**src/rtl/bcd_mod_counter.sv**
```systemverilog
// Two-digit BCD modulo counter with up/down tick, validated load and wrap pulses.
// Define BCD_CNT_LOOKAHEAD_EN to add the combinational terminal-count output tc_o.
module bcd_mod_counter #(
  parameter int MODULUS = 60,
  parameter int RST_VAL = 0
) (
  input  logic       clk,
  input  logic       rst,
  input  logic       tick_i,
  input  logic       up_dn_i,
  input  logic       load_i,
  input  logic [3:0] load_tens_i,
  input  logic [3:0] load_ones_i,
  output logic [3:0] q_tens_o,
  output logic [3:0] q_ones_o,
  output logic       carry_o,
  output logic       borrow_o,
`ifdef BCD_CNT_LOOKAHEAD_EN
  output logic       tc_o,
`endif
  output logic       load_err_o
);

  if (MODULUS < 2 || MODULUS > 100) begin : g_bad_mod
    $error("bcd_mod_counter: MODULUS must be 2..100");
  end
  if (RST_VAL < 0 || RST_VAL >= MODULUS) begin : g_bad_rst
    $error("bcd_mod_counter: RST_VAL must be 0..MODULUS-1");
  end

  localparam int MAXV = MODULUS - 1;
  localparam logic [3:0] MAX_T = 4'(MAXV / 10);
  localparam logic [3:0] MAX_O = 4'(MAXV % 10);
  localparam logic [3:0] RST_T = 4'(RST_VAL / 10);
  localparam logic [3:0] RST_O = 4'(RST_VAL % 10);

  logic [3:0] tens_q, tens_d;
  logic [3:0] ones_q, ones_d;
  logic       carry_q, carry_d;
  logic       borrow_q, borrow_d;
  logic       err_q, err_d;

  logic at_max;
  logic at_zero;
  logic load_ok;

  assign at_max  = (tens_q == MAX_T) && (ones_q == MAX_O);
  assign at_zero = (tens_q == 4'd0) && (ones_q == 4'd0);

  // Lexicographic digit compare avoids a binary conversion of the load value.
  assign load_ok = (load_tens_i <= 4'd9) && (load_ones_i <= 4'd9) &&
                   ((load_tens_i < MAX_T) ||
                    ((load_tens_i == MAX_T) && (load_ones_i <= MAX_O)));

  always_comb begin
    tens_d   = tens_q;
    ones_d   = ones_q;
    carry_d  = 1'b0;
    borrow_d = 1'b0;
    err_d    = 1'b0;
    if (load_i) begin
      if (load_ok) begin
        tens_d = load_tens_i;
        ones_d = load_ones_i;
      end else begin
        err_d = 1'b1;
      end
    end else if (tick_i) begin
      if (up_dn_i) begin
        if (at_max) begin
          tens_d  = 4'd0;
          ones_d  = 4'd0;
          carry_d = 1'b1;
        end else if (ones_q == 4'd9) begin
          ones_d = 4'd0;
          tens_d = tens_q + 4'd1;
        end else begin
          ones_d = ones_q + 4'd1;
        end
      end else begin
        if (at_zero) begin
          tens_d   = MAX_T;
          ones_d   = MAX_O;
          borrow_d = 1'b1;
        end else if (ones_q == 4'd0) begin
          ones_d = 4'd9;
          tens_d = tens_q - 4'd1;
        end else begin
          ones_d = ones_q - 4'd1;
        end
      end
    end
  end

  always_ff @(posedge clk) begin
    if (rst) begin
      tens_q   <= RST_T;
      ones_q   <= RST_O;
      carry_q  <= 1'b0;
      borrow_q <= 1'b0;
      err_q    <= 1'b0;
    end else begin
      tens_q   <= tens_d;
      ones_q   <= ones_d;
      carry_q  <= carry_d;
      borrow_q <= borrow_d;
      err_q    <= err_d;
    end
  end

  assign q_tens_o   = tens_q;
  assign q_ones_o   = ones_q;
  assign carry_o    = carry_q;
  assign borrow_o   = borrow_q;
  assign load_err_o = err_q;

`ifdef BCD_CNT_LOOKAHEAD_EN
  assign tc_o = up_dn_i ? at_max : at_zero;
`endif

endmodule

```
**config.mk**
```make
export PLATFORM = sky130hd
export DESIGN_NAME = bcd_mod_counter
export DESIGN_NICKNAME = d
export VERILOG_FILES = /design/src/rtl/bcd_mod_counter.sv
export SDC_FILE = /design/constraint.sdc
export NUM_CORES = 1
export LEC_CHECK = 0
export ABC_CLOCK_PERIOD_IN_PS = 2200
export BUFFER_PORTS_ARGS = -buffer_cell sky130_fd_sc_hd__buf_2
export CAP_MARGIN = 20
export CORE_MARGIN = 4
export CORE_UTILIZATION = 33
export CTS_CLUSTER_DIAMETER = 50
export CTS_CLUSTER_SIZE = 28
export DETAILED_ROUTE_END_ITERATION = 12
export MAX_ROUTING_LAYER = met4
export PLACE_DENSITY = 0.59
export SLEW_MARGIN = 20
export SYNTH_ARGS = -nofsm -noshare
export SYNTH_HDL_FRONTEND = slang
export SYNTH_SLANG_ARGS = --single-unit
```
**constraint.sdc**
```tcl
create_clock -name clk -period 2.2 [get_ports clk]
set_clock_uncertainty 0.05 [all_clocks]
set_input_delay 0.22 -clock clk [delete_from_list [all_inputs] [get_ports clk]]
set_output_delay 0.22 -clock clk [all_outputs]
set_load 0.1 [all_outputs]
```
==> metrics <==
First DRT Iteration DRCs=51; CTS tree=built; Max Cap Viol=0; CTS clk-pin slew, worst paths=80 ps; Ant. Diodes=0; Post-Syn Area=930 µm²; Setup-failing EPs final=0; Req. time, crit path=2300 ps; commonest non-fill, non-tap cells in the layout=buf_2, nor2_1, a21oi_1, dfxtp_1, nand2b_1; setup TNS=0 ps; Synth async-reset ratio=0%; mux contribution to synthesized area=2.15%; number of remaining DRC errors=0; most common cell after layout, fill and taps aside=buf_2; r2r startpoint=q_ones_o[0]$_SDFFE_PP0P_; Max Buffers Root-to-Sink=2; Starting Density=35.9%; fmax=554 MHz; core area=2590 µm²; number of synthesized flops with an enable pin=0; worst reg2reg endpoint=q_tens_o[1]$_SDFFE_PP0P_; vias in the first global route=830; grt total ovfl=0; setup bufs post-CTS=0; Adder-Cell Fraction of Synth Area=8.08%; Worst-Skew Late Latency=280 ps; Worst path depth=6; P_leak=0.444 nW; H-tree levels=1; worst path bufs/invs=1; crit path time final=1800 ps; top_reg_cell synth=dfxtp_1; die area=3730 µm²; total CTS buffers=3; Seq cells post-synth=11; outcome=complete, no violations; post-synthesis net count=128; largest net degree at the start of global routing=21; post-route ant nets=0; critical path type=reg -> reg; Post-Synth Simple-Gate Area=25.8%; sequential-to-total area share from yosys stat=23.7%; DPL Wire Length=1810 µm; Yosys warning count=0; post-synth cell types=47; Post-Synth XOR/XNOR Area=1.88%; r2r setup slk=400 ps; Syn Inst Count=109; Area contributors post-synth=dfxtp_1, ha_1, nand2b_1, a21oi_1, nor2_1; placed insts=156; post_cts resized=0; clock sink total=11; Max rail drop VDD=0.323 mV; Nets=150; Post-Layout Cell Count=160; Synth top area share=23.7%; clk root buf=clkbuf_4; number of port buffers=23; Rows=18; total wire length=2340 µm; first-pass GRT wire length=3900 µm; top-level I/O count=24; Compound-Gate Fraction of Synth Area=31.0%; worst-margin pin slew=521 ps; Die Wd=61.1 µm; Worst setup EP type=flip-flop; Wirelength per Cell=14.6 µm; CP max stage delay=360 ps; Hold Path Depth=3; PwrDens=607 nW/µm²; RSZ-0062 raised after global routing=false; Tot Pwr=647 µW; Layout area overhead=14.7%; GP Congestion=0.925; Rel. slew slack=65.2%; Via density=5.78; share of cells above drive strength 1=28.5%; vias=924; Max Fanout on Critical Path=7; main combinational cell family by area after synthesis=compound AO/OA/AOI/OAI gates; Slowest cell on crit path=dfxtp_2; fin crit share=82.0%; WP data arrival=1910 ps; syn avg cell area=8.53 µm²; crit start category=flip-flop; Worst Hold Path EP=borrow_o$_SDFF_PP0_; kind of cell adding the most delay to the critical path=simple AND/OR/NAND/NOR gates; endpoints failing hold=0; First-pass DRT Iterations=4; worst path cell trace=inv_1, ha_1, nor3b_1, nand3_1, a221oi_1, o32ai_1; Hold Path Class=in -> reg; leading area contributor after synthesis=dfxtp_1; Hold Buf Count CTS=0; max-slew violation count=0; worst-case reg-to-reg path depth=6; Hold Crit Start=tick_i; GRT Total Usage=14.4%; initial antenna violation count=0; Die Span Y=61.1 µm
==> layer usage <==
| layer | up-vias | GRT usage [%] | part of all wire [%] |
|---|---|---|---|
| li1 | 461 | - | - |
| met1 | 433 | 19.3 | 47 |
| met2 | 28 | 21.0 | 44 |
| met3 | 2 | 5.03 | 8.0 |
| met4 | 0 | 2.79 | 0.81 |
| met5 | - | - | 0 |
==> report_power, final <==
part / total [mW] / internal (mW) / switching (mW)
Combinational: 0.262 / 0.0807 / 0.181
Sequential: 0.237 / 0.213 / 0.0242
Clock: 0.149 / 0.0704 / 0.0784
==> flip-flops by register name, indices dropped and copies added (netlist names) <==
| register | cells |
|---|---|
| q_ones_o | 4 |
| q_tens_o | 4 |
| borrow_o | 1 |
| carry_o | 1 |
| load_err_o | 1 |
==> final cells by class <==
cell class | count | area (µm²)
clock buffer | 4 | 26.3
sequential | 11 | 224
timing repair buffer | 23 | 115
inverter | 6 | 22.5
tap | 30 | 37.5
fill | 278 | 1520
multi-input combinational | 86 | 641
==> worst register-to-register path, delay by kind of cell, from the launching register on <==
family / cells / cell delay (ps)
simple gates: 2 / 480
flops: 1 / 360
buf+inv: 1 / 110
fa+ha+maj: 1 / 240
compound gates: 2 / 440
==> how the worst max path moves through the flow <==
stage,startpoint,to,slack (ps)
2_1_floorplan,q_tens_o[0]$_SDFFE_PP0P_,q_tens_o[1]$_SDFFE_PP0P_,10
3_3_place_gp,q_ones_o[0]$_SDFFE_PP0P_,q_tens_o[0]$_SDFFE_PP0P_,470
3_5_place_dp,q_ones_o[0]$_SDFFE_PP0P_,q_tens_o[1]$_SDFFE_PP0P_,400
4_1_cts,q_ones_o[0]$_SDFFE_PP0P_,q_tens_o[1]$_SDFFE_PP0P_,380
5_1_grt,q_ones_o[0]$_SDFFE_PP0P_,q_tens_o[1]$_SDFFE_PP0P_,220
6_report,q_ones_o[0]$_SDFFE_PP0P_,q_tens_o[1]$_SDFFE_PP0P_,400
==> logic make-up (layout without fill, tap and decap cells) <==
family | Yosys count | count (layout)
muxes | 2 | 2
adders and majority gates | 6 | 6
buffers and inverters | 12 | 33
DFF | 11 | 11
AOI/OAI and AO/OA | 38 | 38
xor gates and xnor gates | 2 | 2
and+or+nand+nor | 38 | 38
==> Yosys cell counts (2+ instances only) <==
master    instances
a211oi_1          4
buf_6             3
a21oi_1           8
mux2i_1           2
nor3_1            3
dfxtp_1          11
and3b_1           2
nor2_1            9
a221oi_1          2
nor2b_1           2
nand3_1           3
o31ai_1           2
nand2b_1          7
inv_1             6
nand2_1           3
o32ai_1           3
ha_1              6
o21ai_0           3
a31oi_1           2
==> metrics by stage <==
step / cell area [µm²] / setup WS (ps) / utilization [%] / hold WS [ps]
6_report: 1070 / 396 / 41.2 / 178
5_1_grt: 1070 / 216 / 41.2 / 193
4_1_cts: 1070 / 382 / 41.2 / 181
3_5_place_dp: 1040 / 400 / 40.1 / 469
3_3_place_gp: 1040 / 465 / 40.1 / 478
2_1_floorplan: 933 / 14.9 / - / 328
(Power assumes the default switching activity.)
